File: config.mk
export PLATFORM = sky130hd
export DESIGN_NAME = dda_uart_link_flat
export DESIGN_NICKNAME = d
export VERILOG_FILES = /design/src/rtl/dda_uart_link_if.sv /design/src/rtl/dda_uart_link.sv /design/src/flat_wrapper.sv
export SDC_FILE = /design/constraint.sdc
export NUM_CORES = 1
export LEC_CHECK = 0
export CORE_MARGIN = 8
export CORE_UTILIZATION = 50
export DETAILED_ROUTE_END_ITERATION = 16
export DONT_BUFFER_PORTS = 1
export HOLD_SLACK_MARGIN = 0.02
export PLACE_DENSITY = 0.79
export SKIP_CTS_REPAIR_TIMING = 1
export SLEW_MARGIN = 20
export SYNTH_ARGS = -nofsm -noshare
export SYNTH_HDL_FRONTEND = slang
export SYNTH_SLANG_ARGS = --single-unit
File: constraint.sdc
create_clock -name clk -period 7.6 [get_ports clk]
set_clock_uncertainty 0.15 [all_clocks]
set_input_delay 1.14 -clock clk [delete_from_list [all_inputs] [get_ports clk]]
set_output_delay 1.14 -clock clk [all_outputs]
set_load 0.005 [all_outputs]
File: src/rtl/dda_uart_link_if.sv
// Byte-level rx/tx handshake between the UART core and the DDA host link.
interface dda_uart_link_if;
   logic       rx_valid;
   logic [7:0] rx_byte;
   logic       rx_error;
   logic       tx_start;
   logic [7:0] tx_byte;
   logic       tx_busy;

   modport master (output rx_valid, rx_byte, rx_error, tx_busy,
                   input  tx_start, tx_byte);
   modport slave  (input  rx_valid, rx_byte, rx_error, tx_busy,
                   output tx_start, tx_byte);
endinterface

File: src/rtl/dda_uart_link.sv
// UART host link for the DDA solver: command decoder into a parameter register
// file, plus framed state-snapshot streaming and parameter readback.
module dda_uart_link #(
   parameter int unsigned             N          = 16,
   parameter int unsigned             NUM_PARAMS = 7,
   parameter int unsigned             NUM_STATE  = 3,
   parameter logic [NUM_PARAMS*N-1:0] DEFAULTS   = '0,
   parameter logic [7:0]              SYNC       = 8'hA5
) (
   input  logic                    clk,
   input  logic                    rst,
   dda_uart_link_if.slave          bus,
   input  logic [NUM_STATE*N-1:0]  state_in,
   input  logic                    state_valid,
   output logic [NUM_PARAMS*N-1:0] params,
   output logic                    run,
   output logic                    load_ic,
   output logic                    cmd_err,
   output logic                    streaming
);
   localparam int unsigned B  = N / 8;
   localparam int unsigned CW = (B > 1) ? $clog2(B) : 1;
   localparam int unsigned FB = 1 + NUM_STATE * B;
   localparam int unsigned FW = FB * 8;
   localparam int unsigned LW = $clog2(FB + 1);

   localparam logic [7:0] CMD_W = 8'h57, CMD_R = 8'h52, CMD_S = 8'h53, CMD_H = 8'h48;
   localparam logic [7:0] CMD_G = 8'h47, CMD_P = 8'h50, CMD_I = 8'h49, CMD_C = 8'h43;

   typedef enum logic [1:0] {RX_IDLE, RX_ADDR, RX_DATA} rx_state_t;
   typedef enum logic [1:0] {TX_IDLE, TX_SEND, TX_WAIT} tx_state_t;

   rx_state_t             rx_state_q, rx_state_nxt;
   logic                  is_rd_q, is_rd_nxt;
   logic [7:0]            addr_q, addr_nxt;
   logic [N-1:0]          wsh_q, wsh_nxt;
   logic [CW-1:0]         cnt_q, cnt_nxt;
   logic [NUM_PARAMS*N-1:0] params_q, params_nxt;
   logic                  run_q, run_nxt, load_ic_q, load_ic_nxt;
   logic                  cmd_err_q, cmd_err_nxt, streaming_q, streaming_nxt;
   logic                  rd_post_c;
   logic [N-1:0]          rd_word_c;

   tx_state_t             tx_state_q, tx_state_nxt;
   logic [FW-1:0]         tx_sh_q, tx_sh_nxt;
   logic [LW-1:0]         tx_left_q, tx_left_nxt;
   logic                  tx_start_q, tx_start_nxt;
   logic [7:0]            tx_byte_q, tx_byte_nxt;
   logic                  rd_pend_q, rd_pend_nxt;
   logic [N-1:0]          rd_data_q, rd_data_nxt;
   logic                  emit_c, frame_c;

   always_ff @(posedge clk or posedge rst) begin
      if (rst) begin
         rx_state_q  <= RX_IDLE;
         is_rd_q     <= 1'b0;
         addr_q      <= '0;
         wsh_q       <= '0;
         cnt_q       <= '0;
         params_q    <= DEFAULTS;
         run_q       <= 1'b1;
         load_ic_q   <= 1'b0;
         cmd_err_q   <= 1'b0;
         streaming_q <= 1'b0;
         tx_state_q  <= TX_IDLE;
         tx_sh_q     <= '0;
         tx_left_q   <= '0;
         tx_start_q  <= 1'b0;
         tx_byte_q   <= '0;
         rd_pend_q   <= 1'b0;
         rd_data_q   <= '0;
      end else begin
         rx_state_q  <= rx_state_nxt;
         is_rd_q     <= is_rd_nxt;
         addr_q      <= addr_nxt;
         wsh_q       <= wsh_nxt;
         cnt_q       <= cnt_nxt;
         params_q    <= params_nxt;
         run_q       <= run_nxt;
         load_ic_q   <= load_ic_nxt;
         cmd_err_q   <= cmd_err_nxt;
         streaming_q <= streaming_nxt;
         tx_state_q  <= tx_state_nxt;
         tx_sh_q     <= tx_sh_nxt;
         tx_left_q   <= tx_left_nxt;
         tx_start_q  <= tx_start_nxt;
         tx_byte_q   <= tx_byte_nxt;
         rd_pend_q   <= rd_pend_nxt;
         rd_data_q   <= rd_data_nxt;
      end
   end

   // Command decoder; rx_error overrides any byte and abandons the command.
   always_comb begin
      rx_state_nxt  = rx_state_q;
      is_rd_nxt     = is_rd_q;
      addr_nxt      = addr_q;
      wsh_nxt       = wsh_q;
      cnt_nxt       = cnt_q;
      params_nxt    = params_q;
      run_nxt       = run_q;
      load_ic_nxt   = 1'b0;
      cmd_err_nxt   = cmd_err_q;
      streaming_nxt = streaming_q;
      rd_post_c     = 1'b0;
      rd_word_c     = '0;
      if (bus.rx_error) begin
         cmd_err_nxt  = 1'b1;
         rx_state_nxt = RX_IDLE;
      end else if (bus.rx_valid) begin
         case (rx_state_q)
            RX_IDLE: begin
               case (bus.rx_byte)
                  CMD_W:   begin is_rd_nxt = 1'b0; rx_state_nxt = RX_ADDR; end
                  CMD_R:   begin is_rd_nxt = 1'b1; rx_state_nxt = RX_ADDR; end
                  CMD_S:   streaming_nxt = 1'b1;
                  CMD_H:   streaming_nxt = 1'b0;
                  CMD_G:   run_nxt = 1'b1;
                  CMD_P:   run_nxt = 1'b0;
                  CMD_I:   load_ic_nxt = 1'b1;
                  CMD_C:   cmd_err_nxt = 1'b0;
                  default: cmd_err_nxt = 1'b1;
               endcase
            end
            RX_ADDR: begin
               addr_nxt = bus.rx_byte;
               cnt_nxt  = '0;
               if (!is_rd_q) begin
                  rx_state_nxt = RX_DATA;
               end else begin
                  rx_state_nxt = RX_IDLE;
                  if (32'(bus.rx_byte) < NUM_PARAMS) begin
                     rd_post_c = 1'b1;
                     for (int unsigned k = 0; k < NUM_PARAMS; k++)
                        if (32'(bus.rx_byte) == k) rd_word_c = params_q[k*N +: N];
                  end else begin
                     cmd_err_nxt = 1'b1;
                  end
               end
            end
            RX_DATA: begin
               wsh_nxt = N'({wsh_q, bus.rx_byte});
               if (cnt_q == CW'(B - 1)) begin
                  rx_state_nxt = RX_IDLE;
                  if (32'(addr_q) < NUM_PARAMS) begin
                     for (int unsigned k = 0; k < NUM_PARAMS; k++)
                        if (32'(addr_q) == k) params_nxt[k*N +: N] = wsh_nxt;
                  end else begin
                     cmd_err_nxt = 1'b1;
                  end
               end else begin
                  cnt_nxt = cnt_q + CW'(1);
               end
            end
            default: rx_state_nxt = RX_IDLE;
         endcase
      end
   end

   // Transmit sequencer; a pending read reply takes priority over a new frame.
   always_comb begin
      tx_state_nxt = tx_state_q;
      tx_sh_nxt    = tx_sh_q;
      tx_left_nxt  = tx_left_q;
      tx_start_nxt = 1'b0;
      tx_byte_nxt  = tx_byte_q;
      rd_pend_nxt  = rd_pend_q;
      rd_data_nxt  = rd_data_q;
      emit_c       = 1'b0;
      frame_c      = state_valid && streaming_q && !rd_pend_q && !rd_post_c;
      case (tx_state_q)
         TX_IDLE: begin
            if (rd_pend_q) begin
               tx_sh_nxt            = '0;
               tx_sh_nxt[FW-1 -: N] = rd_data_q;
               tx_left_nxt          = LW'(B);
               rd_pend_nxt          = 1'b0;
               emit_c               = 1'b1;
            end else if (frame_c) begin
               tx_sh_nxt[FW-1 -: 8] = SYNC;
               for (int unsigned k = 0; k < NUM_STATE; k++)
                  tx_sh_nxt[FW-9-k*N -: N] = state_in[k*N +: N];
               tx_left_nxt = LW'(FB);
               emit_c      = 1'b1;
            end
         end
         TX_SEND: tx_state_nxt = TX_WAIT;
         TX_WAIT: begin
            if (!bus.tx_busy) begin
               if (tx_left_q != '0) emit_c = 1'b1;
               else                 tx_state_nxt = TX_IDLE;
            end
         end
         default: tx_state_nxt = TX_IDLE;
      endcase
      // A freshly loaded job waits in WAIT if the UART is still busy.
      if (emit_c) begin
         if (bus.tx_busy) begin
            tx_state_nxt = TX_WAIT;
         end else begin
            tx_start_nxt = 1'b1;
            tx_byte_nxt  = tx_sh_nxt[FW-1 -: 8];
            tx_sh_nxt    = tx_sh_nxt << 8;
            tx_left_nxt  = tx_left_nxt - LW'(1);
            tx_state_nxt = TX_SEND;
         end
      end
      if (rd_post_c) begin
         rd_pend_nxt = 1'b1;
         rd_data_nxt = rd_word_c;
      end
   end

   assign bus.tx_start = tx_start_q;
   assign bus.tx_byte  = tx_byte_q;
   assign params       = params_q;
   assign run          = run_q;
   assign load_ic      = load_ic_q;
   assign cmd_err      = cmd_err_q;
   assign streaming    = streaming_q;
endmodule
File: src/flat_wrapper.sv
// flat-port wrapper written by rule: the top's interface ports become plain ports
module dda_uart_link_flat 
#(
   parameter int unsigned             N          = 16,
   parameter int unsigned             NUM_PARAMS = 7,
   parameter int unsigned             NUM_STATE  = 3,
   parameter logic [NUM_PARAMS*N-1:0] DEFAULTS   = '0,
   parameter logic [7:0]              SYNC       = 8'hA5
)
  (clk, rst, state_in, state_valid, params, run, load_ic, cmd_err, streaming, bus_rx_valid, bus_rx_byte, bus_rx_error, bus_tx_busy, bus_tx_start, bus_tx_byte);
  dda_uart_link_if bus_i ();
  input  logic clk;
  input  logic rst;
  input  logic [NUM_STATE*N-1:0] state_in;
  input  logic state_valid;
  output logic [NUM_PARAMS*N-1:0] params;
  output logic run;
  output logic load_ic;
  output logic cmd_err;
  output logic streaming;
  input wire logic [$bits(bus_i.rx_valid)-1:0] bus_rx_valid;
  input wire logic [$bits(bus_i.rx_byte)-1:0] bus_rx_byte;
  input wire logic [$bits(bus_i.rx_error)-1:0] bus_rx_error;
  input wire logic [$bits(bus_i.tx_busy)-1:0] bus_tx_busy;
  output wire logic [$bits(bus_i.tx_start)-1:0] bus_tx_start;
  output wire logic [$bits(bus_i.tx_byte)-1:0] bus_tx_byte;
  assign bus_i.rx_valid = bus_rx_valid;
  assign bus_i.rx_byte = bus_rx_byte;
  assign bus_i.rx_error = bus_rx_error;
  assign bus_i.tx_busy = bus_tx_busy;
  assign bus_tx_start = bus_i.tx_start;
  assign bus_tx_byte = bus_i.tx_byte;
  dda_uart_link #(.N(N), .NUM_PARAMS(NUM_PARAMS), .NUM_STATE(NUM_STATE), .DEFAULTS(DEFAULTS), .SYNC(SYNC)) u_core (.clk(clk), .rst(rst), .bus(bus_i), .state_in(state_in), .state_valid(state_valid), .params(params), .run(run), .load_ic(load_ic), .cmd_err(cmd_err), .streaming(streaming));
endmodule
==> out/metrics.cfg <==
[synthesis]
avgSynthCellArea_um2=12.2
synth_mux_area_frac=0.209
synthArstFlopShare=1.00
synth-simple-area-share=0.0798
synth_warnings=0
synth-compound-area-share=0.122
synth_top_family_by_area=multiplexers
synth.yosys.seq_area_share=0.544
synthCells=842
synth_fa_ha_area_frac=0.00609
synthXorXnorAreaFrac=0.00256
synth_flop_cell=dfrtp_1
ys_types=57
syn-cell-area_um2=10300
syn_nets=909
synth-edff-count=0
ys_ff_latch=223

[setup_path]
r2r_start=u_core.rx_state_q[1]
crit_start=u_core.rx_state_q[1]
path_max_fanout=52
required_ns=7.81
timing.rr.end=u_core.tx_left_q[1]
rrSetupSlack_ns=3.33
critical_path_arrival_ns=4.48
crit_path_end=u_core.tx_left_q[1]
crit_path_start_kind=register
r2r_cells=8
cp-end-kind=register
critPathKind=register to register

[finish]
seq_area_um2=5580
fillers=1694
area_growth_pct=8.96
layout-drive-gt1-share=0.251
n_antenna_cell=0
layout_commonest_cell=dfrtp_1
final_nets=876
final_cell_mix=dfrtp_1 (222), mux2_2 (137), nand2_1 (59), mux2i_1 (49), a22oi_1 (44)
finalNonFillerCells=1096
design_area_um2=11200
multi_input_area_um2=4330

[power_and_ir_drop]
power.total_mw=3.07
pwr_density_cell_nw_per_um2=275
power.internal_mw=2.25
vdd_drop_max_mv=0.179
p_comb_frac=0.137
p_leak_nw=5.12
p_sw_frac=0.269
pwr-share-clk=0.375
power.switching_mw=0.828
p_seq_frac=0.488

[cts]
numCtsBuffers=24
clkSinkCount=223
clock_path_buffers=3
cts.clk_slew.worst_paths_ns=0.06
cts_root_buffer=clkbuf_16
cts_tree=yes
insertion_delay_ns=0.51
cts_max_level=1

[placement]
placed_area_um2=10400
placed_cells_incl_taps=1052
io_buffers=0
dpl.hpwl_mm=19.1
place.gp.congestion=0.891

[sta]
max_freq_mhz=234
hold_violations=0
final.setup.tns_ns=0
fin_crit_sh=0.562
tightestPinTransition_ns=1.14
slew_violations=0
fin_crit_ns=4.27
fin_hold_ws_ns=0.311
rsz0062_at_grt=no
final-setup-viol-count=0
slew_headroom=0.241

[global_route]
grt_overflow=0
gr-usage-all-layers=0.214
grt_pass1_vias=6942
grt_max_degree=147
antenna_found_initial=2
grt_pass1_wl_mm=43.2

[floorplan]
start_util=0.509
die_w_um=159
fp-row-count=52
core-area_um2=20200
ios=187
dieArea_um2=25400
die_h_um=159

[job]
cap_violations=0

[routing]
vias=6978
dr.pass1.iters=8
vias_per_cell=6.37
wirelength_mm=28.0
drt.antenna.violating_nets=0
post_drt_wl_per_cell_um=25.6
post-route-drc-count=0
first_iter_violations=774

[worst_hold_path]
hold_class=input pin to async pin

[status]
status=finished, final reports clean

[routing by layer]
metal / up-vias / routed length, um / GRT usage
met3: 52 / 3170 / 0.0820
met5: - / 25 / 0
met2: 298 / 13300 / 0.342
met4: 4 / 715 / 0.0587
li1: 3064 / - / -
met1: 3560 / 10800 / 0.266
[power groups by stage]
stage | sequential (mW) | clock, mW | combinational, mW
floorplan | 1.46 | 0 | 0.379
finish | 1.50 | 1.15 | 0.422
global placement | 1.51 | 0 | 0.406
global route | 1.52 | 1.22 | 0.474
CTS | 1.50 | 1.17 | 0.423
detailed placement | 1.52 | 0 | 0.420
[synth_stat cells, types with 3 or more instances]
cell / n / share of area
mux2_2: 137 / 0.15
a21oi_1: 29 / 0.014
buf_4: 3 / 0.0022
nor2_1: 29 / 0.011
buf_1: 4 / 0.0015
and3_1: 3 / 0.0018
a222oi_1: 8 / 0.0078
dfrtp_1: 222 / 0.54
inv_1: 13 / 0.0048
buf_6: 4 / 0.0044
nand3_1: 20 / 0.0098
nand4_1: 4 / 0.0024
clkbuf_1: 37 / 0.014
mux2i_1: 49 / 0.048
o221ai_1: 11 / 0.0094
nor3_1: 4 / 0.0020
buf_2: 20 / 0.0098
ha_1: 5 / 0.0061
nor4_1: 5 / 0.0030
nand2_1: 59 / 0.022
a22o_1: 11 / 0.0094
mux4_2: 5 / 0.011
o2111ai_1: 16 / 0.014
a22oi_1: 44 / 0.032
o22ai_1: 10 / 0.0061
nand2b_1: 4 / 0.0024
o211ai_1: 7 / 0.0051
o21ai_0: 39 / 0.019
nor2b_1: 5 / 0.0030
[cell type report]
type | instances | area share
clock buffer | 36 | 0.0650
clock inverter | 7 | 0.00537
inverter | 14 | 0.00559
multi-input combinational | 537 | 0.387
sequential | 223 | 0.499
tap | 270 | 0.0302
timing repair buffer | 9 | 0.00783
[worst min-delay path by stage]
stage                                 end  slack (ns)  cells past startpoint
global placement         u_core.addr_q[7]        0.35                      1
finish              u_core.bus.tx_byte[6]        0.31                      1
detailed placement       u_core.addr_q[7]        0.35                      1
CTS                      u_core.addr_q[7]        0.37                      1
global route        u_core.bus.tx_byte[6]        0.32                      1
floorplan            u_core.rd_data_q[13]        0.30                      2
[registers in the layout, indices dropped and copies added, names as in the netlist]
name / cells
u_core.load_ic: 1
u_core.wsh_q: 8
u_core.rd_pend_q: 1
u_core.is_rd_q: 1
u_core.cnt_q: 1
u_core.rd_data_q: 16
u_core.tx_state_q: 2
u_core.tx_left_q: 3
u_core.bus.tx_byte: 8
u_core.addr_q: 8
u_core.cmd_err: 1
u_core.rx_state_q: 2
u_core.streaming: 1
u_core.params: 112
u_core.run: 1
u_core.bus.tx_start: 1
u_core.tx_sh_q: 56
[kinds of logic after synthesis]
logic type                 after synthesis
AOI/OAI and AO/OA                      182
xor gates and xnor gates                 3
adders and majority gates                5
buffers and inverters                   82
DFF                                    223
muxes                                  191
and+or+nand+nor                        156
[metrics by stage]
step,worst slack (ns),util
after global routing,2.89,0.555
after floorplan,0.206,-
after detailed placement,2.94,0.514
final,3.33,0.555
after global placement,2.93,0.514
after CTS,3.37,0.553
[critical path, stage by stage, from the launching register on]
cell,delay (ns)
dfrtp_1,0.39
inv_1,0.12
ha_1,0.25
nand3b_1,0.44
nor4_4,0.89
o32a_1,0.99
inv_4,0.55
nor3_1,0.27
a21oi_1,0.07
Power figures use the tool's default switching activity.
==> patch 1: new RTL, same flow settings <==
`NUM_STATE` is set to 3 in 2 places; all go to 6.
--- a/src/rtl/dda_uart_link.sv
+++ b/src/rtl/dda_uart_link.sv
@@ -5,3 +5,3 @@
    parameter int unsigned             NUM_PARAMS = 7,
-   parameter int unsigned             NUM_STATE  = 3,
+   parameter int unsigned             NUM_STATE  = 6,
    parameter logic [NUM_PARAMS*N-1:0] DEFAULTS   = '0,
--- a/src/flat_wrapper.sv
+++ b/src/flat_wrapper.sv
@@ -5,3 +5,3 @@
    parameter int unsigned             NUM_PARAMS = 7,
-   parameter int unsigned             NUM_STATE  = 3,
+   parameter int unsigned             NUM_STATE  = 6,
    parameter logic [NUM_PARAMS*N-1:0] DEFAULTS   = '0,
Ports: changed (resized state_in); port bits go from 187 to 235. No check against the original RTL was run, so the function may have changed too.
==> patch 1 against the unedited design <==
Routed wire length rose by 23%; area after synthesis increased by 23%; synthesized cell count rose by 21%; sequential cell count rose by 49; die area is 20% higher; via count up 22%; global-route usage increased by 0.33 points; count of clock-buffer cells in the layout unchanged; worst setup slack gained 0.64 ns; design area rose by 23%.
Power is not compared: it rests on default switching activity, and its combinational part moved more than twofold at a synthesized area within 25%.
==> patch 1: results <==
[timing]
fin_ws_ns = 3.970
relSlewSlack_pct = 19.73

[global_route]
grt_max_degree = 162
antenna_found_initial = 0
grtUsageTotal_pct = 21.71
grt_pass1_vias = 8641
grt_first_pass_wirelength_um = 52730

[place]
pre_cts_ws_ns = 3.462
gp_congestion = 0.8827
dp_cells = 1273
dpl_cell_area_sq_um = 12830
hpwl_um = 24020
port_buffers = 0

[worst_setup_path]
startpoint = "bus_rx_byte[3]"
arrival_ns = 3.89
worstPathMaxFanout = 74
path_class = "in -> reg"
cp_top_family = "buffers and inverters"
cp_slowest_cell = "buf_4"
slowest_delay_ns = 0.84
worstSetupStartpointType = "input port"
rr_worst_depth = 10
worstReg2RegEnd = "u_core.tx_sh_q[70]"
r2r_start = "u_core.rx_state_q[1]"

[cts]
clockBufferDepth = 3
clk_latency_ns = 0.55
cts_buffers = 27
htreeDepth = 1
ctsRootBufferMaster = "clkbuf_16"
clk_pin_slew_ns = 0.06

[cells_and_area]
antenna_cells = 0
syn_to_final_growth_pct = 9.206
layout-drive-gt1-share_pct = 28.17
nNetsFinal = 1090
largest_reg_flops = 112
fillers = 2059

[logic_synthesis]
async_flop_share_pct = 100.0
ys_warn_count = 0
synth_area_per_cell_sq_um = 12.39
netlist_top_cells_area = "dfrtp_1 54%, mux2_2 18%, a22o_1 5.8%"
synth_cell_types = 59
synth_most_common_cell = "dfrtp_1"
ys_seq_area_share_pct = 53.97
ys_top_cells_by_count = "271 x dfrtp_1, 198 x mux2_2, 84 x a22o_1, 66 x clkbuf_1, 57 x nand2_1"

[drt]
wl_per_cell_um = 25.94
drt_first_iter_violations = 810
drtPass1Iterations = 11
avgViaCountPerCell = 6.422
drc_errors = 0
drt_wl_total_um = 34350

[power]
p_leak_nw = 6.265
switching_share_pct = 29.96

[outcome]
outcome = "finished clean"

[worst_hold_path]
worstHoldPathType = "in -> async"
[patch 1: cell count changes after synthesis, moves of 16 or more]
| cell | before | now |
|---|---|---|
| a22o_1 | 11 | 84 |
| mux2_2 | 137 | 198 |
| clkbuf_1 | 37 | 66 |
| dfrtp_1 | 222 | 271 |
| o31ai_1 | 0 | 16 |
| o21ai_0 | 39 | 22 |
[patch 1: how the worst min path moves through the flow]
stage                          endpoint  slack, ns                start
floorplan           u_core.rd_data_q[0]       0.30  u_core.rd_data_q[0]
global placement    u_core.rd_data_q[6]       0.32  u_core.rd_data_q[6]
detailed placement  u_core.rd_data_q[7]       0.33  u_core.rd_data_q[7]
CTS                 u_core.rd_data_q[7]       0.35  u_core.rd_data_q[7]
global route         u_core.tx_sh_q[23]       0.27                  rst
finish               u_core.tx_sh_q[31]       0.28                  rst
[patch 1: cell type report]
cell class	instances	area share [%]
multi-input cells	647	39.69
clock buffers	36	5.514
clock inverters	12	0.8629
repair buffers	15	1.145
well taps	330	2.998
flip-flops and latches	272	49.42
inverters	12	0.3724
[patch 1: power by group through the flow]
stage	clock network (mW)	registers [mW]	logic, mW
finish	1.32	2.04	1.21
global route	1.40	2.08	1.33
CTS	1.35	2.04	1.20
detailed placement	0	2.06	1.20
global placement	0	2.05	1.15
floorplan	0	1.96	1.02
[patch 1: cells by family after synthesis]
logic type,Yosys count,synth area share [%]
muxes,240,21.11
buffers and inverters,99,3.125
DFF,272,53.97
and+or+nand+nor,177,7.241
AOI/OAI and AO/OA,222,13.85
xor gates and xnor gates,3,0.2084
adders and majority gates,5,0.4960
[patch 1: per-layer routing]
metal / wire [um] / GRT usage, % / vias to the layer above
li1: - / - / 3748
met1: 13200 / 26.92 / 4267
met2: 15870 / 34.17 / 425
met3: 4420 / 9.476 / 63
met4: 866 / 5.828 / 0
met5: 0 / 0 / -
==> patch 2: new RTL, same flow settings <==
Without the edit above. Encoding of `tx_state_t`: now one-hot (3 bits for 3 states).
--- a/src/rtl/dda_uart_link.sv
+++ b/src/rtl/dda_uart_link.sv
@@ -30,3 +30,3 @@
    typedef enum logic [1:0] {RX_IDLE, RX_ADDR, RX_DATA} rx_state_t;
-   typedef enum logic [1:0] {TX_IDLE, TX_SEND, TX_WAIT} tx_state_t;
+   typedef enum logic [2:0] {TX_IDLE = 3'b001, TX_SEND = 3'b010, TX_WAIT = 3'b100} tx_state_t;
 
Formal check against the unedited RTL: no difference found for any inputs over 4 cycles, from zero or initial values and one cycle with rst high; so few cycles prove little.
==> patch 2 against the unedited design <==
Routed wire length shrank 8.6%; first-iteration DRC count shrank 65%; largest power group unchanged; area after synthesis shrank 1.0%; sequential cell count grew 1; critical endpoint is now u_core.params[48]; synthesized cell count shrank 6.8%; critical path type unchanged; die area shrank 0.91%; combinational power grew 37%; worst setup slack gained 1.1 ns; total power grew 4.6%; design area shrank 0.45%.
==> patch 2: results <==
[drt]
drtPass1Iterations = 4
avgViaCountPerCell = 6.079

[global_route]
grt_max_degree = 140
antenna_found_initial = 0
grtUsageTotal_pct = 20.46
grt_first_pass_wirelength_um = 39710

[place]
gp_congestion = 0.8560
hpwl_um = 17170
dpl_cell_area_sq_um = 10320

[power]
p_leak_nw = 5.099
intPower_mw = 2.337

[worst_setup_path]
arrival_ns = 3.46
ff2ff_setup_slack_ns = 4.38
slowest_delay_ns = 0.84
startpoint = "u_core.rx_state_q[0]"
cp_slowest_cell = "nor2b_2"
critPathCapture = "u_core.params[48]"

[cells_and_area]
fillers = 1650
layout-drive-gt1-share_pct = 29.16

[worst_hold_path]
worstHoldPathType = "reg -> reg"

[outcome]
outcome = "finished clean"

[logic_synthesis]
synth_nets = 851
synth_cell_types = 59
ys_top_cells_by_count = "222 x dfrtp_1, 135 x mux2_2, 76 x nand2_1, 64 x mux2i_1, 40 x o22ai_1"
ys_seq_area_share_pct = 55.18
-- patch 2: changes by cell type after synthesis, moves of 11 or more --
cell / delta
mux4_2: +11
nand2_1: +17
a21oi_1: -15
a22oi_1: -44
o211ai_1: +13
mux2i_1: +15
o21ai_0: -31
a22o_1: -11
o2111ai_1: -16
clkbuf_1: -12
nand3_1: -16
o22ai_1: +30
-- patch 2: power by group through the flow --
stage | registers, mW | logic [mW] | clock network, mW
detailed placement | 1.48 | 0.576 | 0
CTS | 1.46 | 0.582 | 1.20
global placement | 1.47 | 0.557 | 0
finish | 1.46 | 0.577 | 1.18
floorplan | 1.46 | 0.503 | 0
global route | 1.48 | 0.640 | 1.25
-- patch 2: worst min path at each step --
stage / from / endpoint / depth (start not counted)
2_1_floorplan: u_core.rd_data_q[0] / u_core.rd_data_q[0] / 2
3_3_place_gp: u_core.rd_data_q[1] / u_core.rd_data_q[1] / 2
3_5_place_dp: u_core.rd_data_q[1] / u_core.rd_data_q[1] / 2
4_1_cts: u_core.rd_data_q[1] / u_core.rd_data_q[1] / 2
5_1_grt: u_core.rd_data_q[1] / u_core.rd_data_q[1] / 2
6_report: u_core.rd_data_q[1] / u_core.rd_data_q[1] / 2
-- patch 2: metal layers --
layer,vias up,GRT usage [%],part of all wire [%]
li1,2842,-,-
met1,3309,25.79,40
met2,213,32.24,47
met3,31,8.442,11
met4,0,4.984,1.8
met5,-,0,0
-- patch 2: area by class of cell --
cell class	instances	area, sq um	area share [%]
Multi-Input combinational cell	500	4279	38.43
Inverter	5	26.28	0.2360
Sequential cell	224	5608	50.36
Tap cell	270	337.8	3.034
Timing Repair Buffer	9	71.32	0.6404
Clock buffer	38	744.5	6.685
Clock inverter	6	68.82	0.6180
-- patch 2: critical path, delay by kind of cell (launching register included) --
kind | cells | cell delay (ns)
simple gates | 4 | 1.79
mux | 1 | 0.42
buf+inv | 1 | 0.11
flops | 1 | 0.38
fa+ha+maj | 1 | 0.24
-- patch 2: cells by family (layout without fill, tap and decap cells) --
group	Yosys count	after routing	synth area share [%]
flip-flops	224	224	55.18
multiplexers	215	215	24.81
AND/OR/NAND/NOR	165	165	8.705
AO/OA/AOI/OAI	113	113	7.621
buffers and inverters	61	58	2.930
adder cells (fa/ha/maj)	4	4	0.4925
XOR/XNOR	3	3	0.2586
-- patch 2: through the flow --
step / setup WS, ns / hold WS, ns / instances
6_report: 4.377 / 0.3165 / 1052
5_1_grt: 4.162 / 0.3466 / 1052
4_1_cts: 4.384 / 0.3220 / 1052
3_5_place_dp: 3.956 / 0.3088 / 1008
3_3_place_gp: 4.013 / 0.3016 / 1008
2_1_floorplan: 0.1788 / 0.2812 / 785
